**config.mk**
```make
export PLATFORM = sky130hd
export DESIGN_NAME = softex_out_packer
export DESIGN_NICKNAME = d
export VERILOG_FILES = /design/src/rtl/softex_out_packer.sv
export SDC_FILE = /design/constraint.sdc
export NUM_CORES = 1
export LEC_CHECK = 0
export CORE_UTILIZATION = 57
export CTS_BUF_LIST = sky130_fd_sc_hd__clkbuf_2 sky130_fd_sc_hd__clkbuf_4 sky130_fd_sc_hd__clkbuf_8
export DETAILED_ROUTE_END_ITERATION = 7
export GPL_ROUTABILITY_DRIVEN = 0
export GPL_TIMING_DRIVEN = 0
export MAX_ROUTING_LAYER = met4
export PLACE_DENSITY = 0.81
export SLEW_MARGIN = 20
export SYNTH_ARGS = -nofsm -noshare
export SYNTH_HDL_FRONTEND = slang
export SYNTH_SLANG_ARGS = --single-unit
```
**constraint.sdc**
```tcl
create_clock -name clk_i -period 6.9 [get_ports clk_i]
set_input_delay 0.69 -clock clk_i [delete_from_list [all_inputs] [get_ports clk_i]]
set_output_delay 0.69 -clock clk_i [all_outputs]
set_load 0.01 [all_outputs]
```
**src/rtl/softex_out_packer.sv**
```systemverilog
// Width-converting packer: gathers IN_WIDTH-bit result words into OUT_WIDTH-bit
// strobed beats over a programmed transfer length. The accumulator and the output register form a double buffer.
module softex_out_packer #(
  parameter int unsigned IN_WIDTH  = 32,
  parameter int unsigned OUT_WIDTH = 256,
  parameter int unsigned LEN_WIDTH = 16
) (
  input  logic                   clk_i,
  input  logic                   rst_i,
  input  logic                   clear_i,
  input  logic                   start_i,
  input  logic [LEN_WIDTH-1:0]   tot_len_i,
  input  logic                   in_valid_i,
  output logic                   in_ready_o,
  input  logic [IN_WIDTH-1:0]    in_data_i,
  output logic                   out_valid_o,
  input  logic                   out_ready_i,
  output logic [OUT_WIDTH-1:0]   out_data_o,
  output logic [OUT_WIDTH/8-1:0] out_strb_o,
  output logic                   busy_o,
  output logic                   done_o
);

  localparam int unsigned R      = OUT_WIDTH / IN_WIDTH;
  localparam int unsigned SB     = IN_WIDTH / 8;
  localparam int unsigned STRB_W = OUT_WIDTH / 8;
  localparam int unsigned IDXW   = $clog2(R);

  typedef enum logic [1:0] {IDLE, PACK, DRAIN} state_e;

  state_e                state_q, state_d;
  logic [LEN_WIDTH-1:0]  rem_q, rem_d;
  logic [IDXW-1:0]       idx_q, idx_d;
  logic [OUT_WIDTH-1:0]  acc_q, acc_d;
  logic [STRB_W-1:0]     acc_strb_q, acc_strb_d;
  logic                  pend_q, pend_d;
  logic [OUT_WIDTH-1:0]  out_data_q, out_data_d;
  logic [STRB_W-1:0]     out_strb_q, out_strb_d;
  logic                  out_valid_q, out_valid_d;
  logic                  done_q, done_d;

  logic                  in_ready;
  logic                  in_fire, out_fire, out_free;
  logic                  last_word, complete, drain_done;
  logic [OUT_WIDTH-1:0]  acc_w;
  logic [STRB_W-1:0]     strb_w;
  int unsigned           lane;

  always_comb begin
    in_ready   = (state_q == PACK) && !pend_q;
    in_fire    = in_valid_i && in_ready;
    out_fire   = out_valid_q && out_ready_i;
    out_free   = !out_valid_q || out_fire;
    last_word  = (rem_q == LEN_WIDTH'(1));
    complete   = in_fire && ((idx_q == IDXW'(R - 1)) || last_word);
    drain_done = (state_q == DRAIN) && out_fire && !pend_q;

    lane   = 32'(idx_q);
    acc_w  = acc_q;
    strb_w = acc_strb_q;
    acc_w[lane*IN_WIDTH +: IN_WIDTH] = in_data_i;
    strb_w[lane*SB +: SB]            = '1;

    state_d     = state_q;
    rem_d       = rem_q;
    idx_d       = idx_q;
    acc_d       = acc_q;
    acc_strb_d  = acc_strb_q;
    pend_d      = pend_q;
    out_data_d  = out_data_q;
    out_strb_d  = out_strb_q;
    out_valid_d = out_valid_q;
    done_d      = 1'b0;

    case (state_q)
      IDLE: begin
        if (start_i) begin
          rem_d      = tot_len_i;
          idx_d      = '0;
          acc_d      = '0;
          acc_strb_d = '0;
          pend_d     = 1'b0;
          if (tot_len_i == '0) done_d = 1'b1;
          else                 state_d = PACK;
        end
      end
      default: begin
        if (out_fire) out_valid_d = 1'b0;
        // A parked beat takes priority; in_ready is low while it waits,
        // so it never collides with a new completion.
        if (pend_q && out_free) begin
          out_data_d  = acc_q;
          out_strb_d  = acc_strb_q;
          out_valid_d = 1'b1;
          pend_d      = 1'b0;
          acc_d       = '0;
          acc_strb_d  = '0;
          idx_d       = '0;
        end else if (complete && out_free) begin
          out_data_d  = acc_w;
          out_strb_d  = strb_w;
          out_valid_d = 1'b1;
          acc_d       = '0;
          acc_strb_d  = '0;
          idx_d       = '0;
        end else if (complete) begin
          acc_d      = acc_w;
          acc_strb_d = strb_w;
          idx_d      = '0;
          pend_d     = 1'b1;
        end else if (in_fire) begin
          acc_d      = acc_w;
          acc_strb_d = strb_w;
          idx_d      = idx_q + IDXW'(1);
        end
        if (in_fire) begin
          rem_d = rem_q - LEN_WIDTH'(1);
          if (last_word) state_d = DRAIN;
        end
        if (drain_done) state_d = IDLE;
      end
    endcase
  end

  always_ff @(posedge clk_i) begin
    if (rst_i || clear_i) begin
      state_q     <= IDLE;
      rem_q       <= '0;
      idx_q       <= '0;
      acc_q       <= '0;
      acc_strb_q  <= '0;
      pend_q      <= 1'b0;
      out_data_q  <= '0;
      out_strb_q  <= '0;
      out_valid_q <= 1'b0;
      done_q      <= 1'b0;
    end else begin
      state_q     <= state_d;
      rem_q       <= rem_d;
      idx_q       <= idx_d;
      acc_q       <= acc_d;
      acc_strb_q  <= acc_strb_d;
      pend_q      <= pend_d;
      out_data_q  <= out_data_d;
      out_strb_q  <= out_strb_d;
      out_valid_q <= out_valid_d;
      done_q      <= done_d;
    end
  end

  assign in_ready_o  = in_ready;
  assign out_valid_o = out_valid_q;
  assign out_data_o  = out_data_q;
  assign out_strb_o  = out_strb_q;
  assign busy_o      = (state_q != IDLE);
  assign done_o      = done_q || drain_done;

endmodule

```
==> results.json <==
{
  "placementRows": 73,
  "insertion_delay_ns": 0.67,
  "fin_skew_ns": 0.02134,
  "synth.area.top_cells": "dfxtp_1 52%, mux2i_1 10%, a22o_1 8.4%, a211oi_1 4.3%, o21ai_0 3.5%",
  "end_kind": "flop",
  "yosys_warnings": 0,
  "cts_tree": "done",
  "period_needed_ns": 3.873,
  "critPathSlowestCell": "clkbuf_1",
  "required_ns": 7.45,
  "synth_cells": 2303,
  "yosysSeqAreaShare_pct": 51.88,
  "worstMarginPinSlew_ns": 0.9503,
  "synth_top_family_by_area": "compound AO/OA/AOI/OAI gates",
  "vias_per_cell": 6.339,
  "tns_ns": 0,
  "routedWlPerCell_um": 23.90,
  "reg2reg_setup_slack_ns": 3.03,
  "synth_area_um2": 23150,
  "synth_fa_ha_area_share_pct": 0.3783,
  "critPathKind": "reg -> reg",
  "arrival_ns": 4.42,
  "synth_compound_area_share_pct": 23.27,
  "grt_pass1_wl_mm": 119.5,
  "synthArstFlopShare_pct": 0,
  "place_hpwl_mm": 58.24,
  "yosys.area.top_type": "dfxtp_1",
  "yosys.area_share.simple_pct": 9.100,
  "grt_max_degree": 12,
  "ctsResizeCount": 0,
  "antenna_found_initial": 4,
  "firstDrtPassIters": 6,
  "power_density_nw_per_um2": 241.4,
  "post-route-util_pct": 72.51,
  "initial_core_util_pct": 58.01,
  "vdd_drop_max_uv": 164.4,
  "nNetsFinal": 2770,
  "core_area_um2": 39910,
  "cts_made_buffers": 91,
  "post_cts_buffers": 0,
  "cts_root_buffer": "clkbuf_8",
  "fp.dieH_um": 203.5,
  "drv_slew": 0,
  "grt_pass1_vias": 20650,
  "critPathLaunch": "idx_q[0]",
  "relSlewSlack_pct": 36.65,
  "critPathLaunchType": "flop",
  "leakage_nw": 10.18,
  "finalSetupViolCount": 0,
  "via_count": 20940,
  "crit_fanout": 10,
  "synth_top_area_share_pct": 51.88,
  "fin_ws_ns": 3.027,
  "syn2layout_area_growth_pct": 25.00,
  "yosys_most_used_dff": "dfxtp_1",
  "antenna_left": 0,
  "grt_use_total_pct": 38.62,
  "grt_overflow": 0,
  "fin_area_um2": 28940,
  "pre_cts_ws_ns": 2.969,
  "drv_cap": 0,
  "cts_hold_buf": 0,
  "cp_slowest_stage_delay_ns": 0.55,
  "synth_mux_area_share_pct": 10.38,
  "ios": 346,
  "synth-seq-cells": 600,
  "rsz0062_at_grt": "false",
  "period_share_pct": 56.13,
  "r2r-start": "idx_q[0]",
  "cts_sinks": 600,
  "netlist-cell-type-count": 64,
  "clock.fmax_mhz": 258.2,
  "avgSynthCellArea_um2": 10.05,
  "placement.io_buffers": 313,
  "hold_violations": 0,
  "syn-num-nets": 2364,
  "outcome": "finished clean",
  "hold_class": "reg -> reg",
  "n_fill_cell": 2909,
  "layout-drive-gt1-share_pct": 10.85,
  "path_clk_slew_ns": 0.06,
  "first_iter_violations": 2188,
  "htree_levels": 3,
  "design.die.area_um2": 41430,
  "worstPathCellList": "clkbuf_1, inv_1, ha_1, ha_1, buf_2, nand4b_1, a21oi_1, clkbuf_1, o21ai_0, a211oi_1",
  "hold_start": "acc_strb_q[17]",
  "dpl-instance-area_um2": 26940,
  "synth_xor_xnor_area_share_pct": 0,
  "die_x_um": 203.5,
  "remaining_drc_errors": 0,
  "synth_edf_count": 0,
  "cts_buffer_depth": 3,
  "wl_mm": 78.96
}
critical path: cells and delay by family, from the launching register on:
kind / cells / cell delay, ns
AO/OA/AOI/OAI: 3 / 1.21
adder cells (fa/ha/maj): 2 / 0.54
AND/OR/NAND/NOR: 1 / 0.29
buffers and inverters: 4 / 1.26
flip-flops: 1 / 0.44
metal layers:
layer	routed length (um)	vias up	global-route usage, %
met5	0	-	-
met4	3339	0	18.13
met3	7895	263	7.015
met2	36270	1271	59.90
met1	31450	10140	48.85
li1	-	9266	-
path summary, 6_finish.rpt:
kind,to,cells past startpoint
worst max register to register,out_data_o[41],10
worst min-delay path,acc_strb_q[17],1
worst min register to register,acc_strb_q[17],1
worst max-delay path,out_data_o[41],10
power by group:
part	switching (mW)	leakage [nW]	internal [mW]	total (mW)
Combinational	0.229	4.30	0.0779	0.307
Clock	1.39	1.05	1.80	3.20
Sequential	0.00942	4.83	3.47	3.48
cell type report:
cell class	count	area, um2	area share [%]
well taps	525	656.9	2.270
multi-input cells	1439	9986	34.50
flip-flops and latches	600	12010	41.50
repair buffers	313	3133	10.82
diodes	5	12.51	0.04323
clock buffers	142	1804	6.234
inverters	7	26.28	0.09078
plain buffers	257	1130	3.904
clock inverters	15	182.7	0.6312
stage by stage:
stage	std cells	hold WS, ns	power [mW]
CTS	3298	0.4651	6.957
finish	3303	0.4637	6.986
global placement	3141	0.4392	3.841
detailed placement	3141	0.4435	3.850
floorplan	2303	0.4272	3.730
global route	3302	0.4757	7.148
cells in the mapped netlist, types with 2 or more instances:
master     count
buf_2        108
nand4b_1       3
a21oi_1      146
nor2_1       201
nand2b_1       3
nand3_2        7
nor4b_1        2
a22o_1       222
nand2_1       35
buf_6          4
dfxtp_1      600
o2bb2ai_1      4
and3_1         2
a211oi_1     133
nor4_2         2
or2_2          2
nor2_4         5
o21a_1        34
mux2i_1      240
nor2_2         2
nor3_1        72
nand3_1       17
nor3_2         4
a22oi_1        4
o41ai_1        4
o21ai_0      164
or3_1          3
nor4_1         8
a32o_1        35
nor3b_1        2
buf_1         31
clkbuf_1     114
o211ai_1       2
and2_1        33
or4_1          2
inv_1          6
ha_1           7
nand4bb_1      4
nor2b_1        3
nand4_1        9
registers in the layout, summed over array words and instances, names as in the netlist:
name and count:
acc_strb_q 32, idx_q 3, out_strb_o 32, out_data_o 256, rem_q 16, pend_q 1
out_valid_o 1, done_q 1, acc_q 256, state_q 2
layout by cell type (no fill, tap or decap), drive strengths merged, types with 9 or more instances in the layout:
cell type / n
and2: 33
nor4: 10
a21oi: 147
clkbuf: 256
nor2: 208
nand3: 24
o21a: 34
clkdlybuf4s50: 313
a22o: 222
a211oi: 133
mux2i: 240
nand2: 36
dfxtp: 600
nor3: 76
buf: 143
o21ai: 165
nand4: 9
a32o: 35
cell families (layout without fill, tap and decap cells):
kind of cell	count (synthesis)	after routing
other cells	0	5
flops	600	600
buf+inv	264	734
simple gates	427	427
fa+ha+maj	7	7
compound gates	765	765
mux	240	240
No activity file was read; power rests on OpenSTA's default activity.
